--- src/rtl/neuron_accumulator.sv ---
// Neuron accumulator: multiply-accumulates N_INPUTS Q8.8 input/weight pairs
// into a 40-bit accumulator, adds an optional Q16.16 bias on the first pair,
// then hands a saturated Q16.16 sum to a downstream activation stage. The
// block does not take new pairs until the activation stage reports done.
module neuron_accumulator #(
    parameter int N_INPUTS = 8,
    parameter int BIAS_EN  = 1
) (
    input  logic        clk,
    input  logic        rst_n,
    input  logic        in_valid,
    output logic        in_ready,
    input  logic [15:0] x_in,
    input  logic [15:0] w_in,
    input  logic [31:0] bias,
    input  logic        act_done,
    output logic [31:0] sum_out,
    output logic        start,
    output logic        busy
);

    typedef enum logic [1:0] {
        S_IDLE     = 2'd0,
        S_ACCUM    = 2'd1,
        S_ISSUE    = 2'd2,
        S_WAIT_ACT = 2'd3
    } state_t;

    localparam logic [7:0] N_LAST = 8'(N_INPUTS);

    state_t             state_q;
    logic signed [39:0] acc_q;
    logic        [7:0]  cnt_q;
    logic        [31:0] sum_out_q;
    logic               start_q;

    logic signed [31:0] product;
    logic signed [39:0] product_ext;
    logic signed [39:0] bias_term;
    logic        [7:0]  cnt_d;
    logic        [31:0] sat_d;
    logic               accept;

    // Full-precision Q16.16 product, sign-extended into accumulator width.
    assign product     = $signed(x_in) * $signed(w_in);
    assign product_ext = {{8{product[31]}}, product};
    assign bias_term   = (BIAS_EN != 0) ? {{8{bias[31]}}, bias} : 40'sd0;
    assign cnt_d       = cnt_q + 8'd1;

    // Pairs are only taken while collecting; the result phase back-pressures.
    assign in_ready = (state_q == S_IDLE) || (state_q == S_ACCUM);
    assign accept   = in_valid && in_ready;
    assign busy     = (state_q != S_IDLE);
    assign sum_out  = sum_out_q;
    assign start    = start_q;

    // Clamp the accumulator to 32 bits: in range iff bits 39..31 all agree.
    always_comb begin
        sat_d = acc_q[31:0];
        if (!((&acc_q[39:31]) || !(|acc_q[39:31]))) begin
            sat_d = acc_q[39] ? 32'h8000_0000 : 32'h7FFF_FFFF;
        end
    end

    // Control FSM with accumulator, counter and registered start/sum outputs.
    always_ff @(posedge clk or negedge rst_n) begin
        if (!rst_n) begin
            state_q   <= S_IDLE;
            acc_q     <= '0;
            cnt_q     <= '0;
            sum_out_q <= '0;
            start_q   <= 1'b0;
        end else begin
            start_q <= 1'b0;
            case (state_q)
                S_IDLE: begin
                    if (accept) begin
                        acc_q   <= product_ext + bias_term;
                        cnt_q   <= 8'd1;
                        state_q <= (N_INPUTS == 1) ? S_ISSUE : S_ACCUM;
                    end
                end
                S_ACCUM: begin
                    if (accept) begin
                        acc_q <= acc_q + product_ext;
                        cnt_q <= cnt_d;
                        if (cnt_d == N_LAST) begin
                            state_q <= S_ISSUE;
                        end
                    end
                end
                S_ISSUE: begin
                    // sum_out then stays put until the next evaluation issues.
                    sum_out_q <= sat_d;
                    start_q   <= 1'b1;
                    state_q   <= S_WAIT_ACT;
                end
                S_WAIT_ACT: begin
                    if (act_done) begin
                        acc_q   <= '0;
                        cnt_q   <= '0;
                        state_q <= S_IDLE;
                    end
                end
                default: state_q <= S_IDLE;
            endcase
        end
    end

endmodule

--- config.mk ---
export PLATFORM = sky130hd
export DESIGN_NAME = neuron_accumulator
export DESIGN_NICKNAME = d
export VERILOG_FILES = /design/src/rtl/neuron_accumulator.sv
export SDC_FILE = /design/constraint.sdc
export NUM_CORES = 1
export LEC_CHECK = 0
export CORE_ASPECT_RATIO = 1.4
export CORE_MARGIN = 2
export CORE_UTILIZATION = 64
export CTS_BUF_LIST = sky130_fd_sc_hd__clkbuf_4 sky130_fd_sc_hd__clkbuf_8
export CTS_CLUSTER_DIAMETER = 30
export DETAILED_ROUTE_END_ITERATION = 12
export PLACE_DENSITY = 0.85
export RECOVER_POWER = 25
export SYNTH_ARGS = -nofsm -noshare
export SYNTH_HDL_FRONTEND = slang
export SYNTH_SLANG_ARGS = --single-unit
--- constraint.sdc ---
create_clock -name clk -period 4.7 [get_ports clk]
set_clock_uncertainty 0.2 [all_clocks]
set_input_delay 1.41 -clock clk [delete_from_list [all_inputs] [get_ports clk]]
set_output_delay 1.41 -clock clk [all_outputs]
set_load 0.05 [all_outputs]
==> results.py, run 1 <==
metrics = {
    "logic_synthesis": {
        "ys.flop_type": "dfrtp_1",
        "synth_edf_count": 0,
        "synth.avg_cell_area_um2": 8.686,
        "postSynth.asyncResetShare": 1.000,
        "ys_ff_latch": 83,
        "syn_nets": 2439,
        "synth_cell_types": 69,
        "yosysWarnings": 0,
        "seq_area_frac_synth": 0.1228,
        "syn-cell-area_um2": 16920,
        "synth_cells": 1948,
    },
    "outcome": {
        "status": "did not finish",
        "stop_error": "[ERROR GRT-0232] Routing congestion too high. Check the congestion heatmap in the GUI.",
        "lastStage": "5_1_grt",
    },
    "die": {
        "io-pin-count": 103,
        "die_x_um": 141.4,
        "initial_core_util": 0.6483,
        "die_h_um": 196.4,
        "num_rows": 70,
    },
    "clock_network": {
        "clk_root_buffer_cell": "clkbuf_8",
        "numCtsBuffers": 9,
        "cts_sinks": 83,
        "h-tree-depth": 3,
        "cts.path.max_buffers": 2,
    },
    "timing": {
        "postGrtWorstEndpoint": "acc_q[38]$_DFFE_PN0P_/D",
        "worst_endpoint_kind": "sequential cell input",
    },
    "global_route": {
        "grt_max_degree": 66,
        "grt.total_usage": 0.7636,
        "overflow": 14,
    },
    "placed_design": {
        "dp_hpwl_um": 41220,
        "place_inst": 2676,
        "port-buffer-count": 102,
        "place_congestion": 0.9294,
    },
}
## Yosys cell counts, types with 7 or more instances
| cell type | number | area [um2] |
|---|---|---|
| nand4_1 | 10 | 62.56 |
| nand2b_1 | 11 | 68.82 |
| nand2_1 | 181 | 679.4 |
| and2_1 | 129 | 807.0 |
| nand3_1 | 24 | 120.1 |
| ha_1 | 159 | 1989 |
| a21o_1 | 37 | 277.8 |
| o211ai_1 | 10 | 75.07 |
| clkbuf_1 | 62 | 232.7 |
| a21oi_1 | 148 | 740.7 |
| o21a_1 | 24 | 180.2 |
| a221oi_1 | 18 | 157.7 |
| nor2b_1 | 10 | 62.56 |
| or3_1 | 8 | 50.05 |
| a211oi_1 | 12 | 90.09 |
| xor2_1 | 19 | 166.4 |
| o31ai_1 | 7 | 52.55 |
| fa_1 | 264 | 5285 |
| xnor2_1 | 72 | 630.6 |
| inv_1 | 327 | 1227 |
| o21ai_0 | 53 | 265.3 |
| nor2_1 | 149 | 559.3 |
| nor3_1 | 24 | 120.1 |
| o21bai_1 | 15 | 112.6 |
| dfrtp_1 | 83 | 2077 |
## logic make-up after synthesis
family | share of synthesized area
and+or+nand+nor | 0.1569
adders and majority gates | 0.4299
buffers and inverters | 0.08704
AOI/OAI and AO/OA | 0.1513
xor gates and xnor gates | 0.04710
DFF | 0.1228
muxes | 0.004954
## stage by stage
step	setup TNS (ns)	hold WS (ns)	setup slack (ns)	utilization	cell area (um2)
2_1_floorplan	-106.92	0.2657	-4.334	-	17630
3_3_place_gp	-148.58	0.2798	-5.200	0.8260	21560
3_5_place_dp	-155.91	0.3160	-5.596	0.8260	21560
4_1_cts	-121.32	0.3433	-4.585	0.8965	23400
## per-layer routing
| layer | track usage | GRT overflow |
|---|---|---|
| met1 | 0.7598 | 0 |
| met2 | 0.9144 | 6 |
| met3 | 0.6395 | 1 |
| met4 | 0.7278 | 7 |
| met5 | 0.3848 | 0 |
## what timing repair did
action | in CTS
pin swaps | 224
hold buffers | 0
hold endpoints to repair | 0
gates resized for setup | 399
buffers inserted | 72
endpoints found under the setup margin | 36
gates cloned | 5
==> run 2: changes to the inputs <==
==> config.mk (replaced) <==
export PLATFORM = sky130hd
export DESIGN_NAME = neuron_accumulator
export DESIGN_NICKNAME = d
export VERILOG_FILES = /design/src/rtl/neuron_accumulator.sv
export SDC_FILE = /design/constraint.sdc
export NUM_CORES = 1
export LEC_CHECK = 0
export CORE_MARGIN = 2
export CORE_UTILIZATION = 40
export DETAILED_ROUTE_END_ITERATION = 12
export PLACE_DENSITY_LB_ADDON = 0.15
export RECOVER_POWER = 25
export SYNTH_ARGS = -nofsm -noshare
export SYNTH_HDL_FRONTEND = slang
export SYNTH_SLANG_ARGS = --single-unit
==> results.py, run 2 <==
metrics = {
    "outcome": {
        "status": "finished, violations left",
        "violations": "max-capacitance violations, max-slew violations, negative setup slack",
    },
    "logic_synthesis": {
        "synth_fa_ha_area_frac": 0.4299,
        "synth_xor_area_frac": 0.04710,
        "seq_area_frac_synth": 0.1228,
        "synth_cell_types": 69,
        "netlist.area_leader.share": 0.3124,
        "syn-cell-area_um2": 16920,
        "postSynth.asyncResetShare": 1.000,
        "synth-simple-area-share": 0.1569,
        "synth_top_area_cell": "fa_1",
        "yosysMostFrequentCell": "inv_1",
        "synth-compound-area-share": 0.1513,
        "muxShareOfSynthArea": 0.004955,
        "synthTopCellsByCount": "327 x inv_1, 264 x fa_1, 181 x nand2_1, 159 x ha_1, 149 x nor2_1",
        "synth_edf_count": 0,
        "syn_nets": 2439,
        "synth.avg_cell_area_um2": 8.686,
        "yosys-top-cells-area": "fa_1 31%, dfrtp_1 12%, ha_1 12%",
        "synth_cells": 1948,
        "synth_top_family_by_area": "adder cells",
        "ys.flop_type": "dfrtp_1",
        "yosysWarnings": 0,
        "ys_ff_latch": 83,
    },
    "setup_path": {
        "startpoint_type": "input pin",
        "r2r_slack_ns": 0.52,
        "cp-end-kind": "flop",
        "crit_top_cell": "fa_1",
        "cpMaxStageDelayCell": "fa_2",
        "worst-path-max-fanout": 7,
        "critPathArrivalTime_ns": 9.30,
        "slowest_delay_ns": 0.63,
        "worstPathRequired_ns": 4.77,
        "worstSetupPathType": "input pin to flop",
    },
    "placed_design": {
        "place_ws_ns": -5.404,
        "dp_hpwl_um": 39110,
        "port-buffer-count": 102,
        "place_congestion": 0.8890,
        "place_inst": 2906,
    },
    "clock_network": {
        "numCtsBuffers": 9,
        "cts.path.max_buffers": 2,
        "hold_buffers": 0,
        "h-tree-depth": 3,
        "clk_pin_slew_ns": 0.06,
        "clk-insertion-delay-late_ns": 0.35,
        "tritoncts": "built",
        "clk_root_buffer_cell": "clkbuf_16",
        "cts_sinks": 83,
    },
    "job": {
        "drv_cap": 2,
    },
    "die": {
        "io-pin-count": 103,
        "die_x_um": 209.7,
        "die_h_um": 209.7,
        "initial_core_util": 0.4043,
        "fp.coreArea_um2": 41850,
        "fp.dieArea_um2": 43960,
        "num_rows": 75,
    },
    "layout": {
        "drive_gt1_frac": 0.3626,
        "instances_no_fill": 3024,
        "area_growth_pct": 46.58,
        "antenna_cells": 0,
        "top_register": "acc_q",
        "largest_reg_flops": 40,
        "nets": 2972,
        "final_cell_mix": "393 x buf_4, 273 x inv_1, 238 x fa_1, 159 x nand2_1, 134 x nor2_1",
        "final_common_cell": "buf_4",
    },
    "global_route": {
        "grt_pass1_wl_um": 83630,
        "grt_antenna_before_repair": 0,
        "grt_max_degree": 69,
        "overflow": 0,
        "grt_pass1_vias": 16550,
        "grt.total_usage": 0.2350,
    },
    "timing": {
        "setup_slack_ns": -4.524,
        "hold_viol_final": 0,
        "period_share": 1.963,
        "setup_tns_ns": -123.84,
        "min_period_ns": 9.224,
        "worstMarginPinSlew_ns": 2.543,
        "finalSetupViolCount": 37,
        "clock.fmax_ghz": 0.1084,
        "grt_setup_unrepaired": "yes",
        "slew_headroom": -0.6954,
        "maxSlewViolCount": 136,
    },
    "detailed_routing": {
        "drc": 0,
        "met2_length_um": 24100,
        "drt-initial-drc-count": 572,
        "firstDrtPassIters": 6,
        "totalWireLength_um": 50010,
        "antenna_left": 0,
        "wl_per_cell_um": 16.54,
        "top_layer": "met4",
        "wl_met3_um": 1560,
        "routed_via_density": 5.048,
        "met1_length_um": 22980,
        "vias": 15270,
    },
    "worst_hold_path": {
        "hold_path_class": "flop to flop",
    },
}
## run 2: cells by family (layout without fill, tap and decap cells)
| kind of cell | Yosys count | in the layout |
|---|---|---|
| AO/OA/AOI/OAI | 388 | 388 |
| XOR/XNOR | 91 | 91 |
| adder cells (fa/ha/maj) | 423 | 423 |
| buffers and inverters | 392 | 929 |
| flip-flops | 83 | 83 |
| multiplexers | 8 | 8 |
| AND/OR/NAND/NOR | 563 | 563 |
## run 2: through the flow
stage	area [um2]	hold slack (ns)	utilization
after floorplan	17630	0.2657	-
final	24800	0.3008	0.5926
after global placement	21960	0.2804	0.5246
after global routing	24800	0.3485	0.5926
after detailed placement	21960	0.2873	0.5246
after CTS	23930	0.3008	0.5717
## run 2: path summary, 6_finish.rpt
kind                                                end                   start  depth (start not counted)
worst max-delay path              acc_q[39]$_DFFE_PN0P_                 w_in[7]                         34
worst min-delay path               cnt_q[1]$_DFFE_PN0P_    cnt_q[1]$_DFFE_PN0P_                          2
max in group asynchronous          acc_q[2]$_DFFE_PN0P_                   rst_n                          1
worst max register to register    acc_q[38]$_DFFE_PN0P_  state_q[0]$_DFFE_PN0P_                          8
min in group asynchronous       sum_out[29]$_DFFE_PN0P_                   rst_n                          1
worst min register to register     cnt_q[1]$_DFFE_PN0P_    cnt_q[1]$_DFFE_PN0P_                          2
## run 2: what timing repair did
action | 4_1_cts | 5_1_grt
endpoints found under the setup margin | 37 | 37
cloned | 7 | 0
gates resized for setup | 364 | 190
pin swaps | 183 | 165
buffers inserted | 71 | 42
## run 2: area by class of cell
type	instances	area (um2)
tap	539	674.4
timing repair buffer	587	5122
clock buffer	13	260.3
clock inverter	2	35.03
inverter	327	1235
fill	3646	17050
multi-input combinational	1473	15400
sequential	83	2077
## run 2: metal layers
layer	GRT usage	vias up
met5	0	-
met4	0.07043	0
met3	0.01706	85
met2	0.3981	307
met1	0.3237	7502
li1	-	7371
## run 2: critical path: cells and delay by family
family | cells | cell delay [ns]
xor+xnor | 2 | 0.27
fa+ha+maj | 8 | 3.54
simple gates | 5 | 0.56
mux | 1 | 0.35
compound gates | 11 | 2.46
buf+inv | 7 | 0.71
Power of run 2 is not shown: default switching activity piles up to over one toggle a cycle in this logic, so the estimate is an artifact.
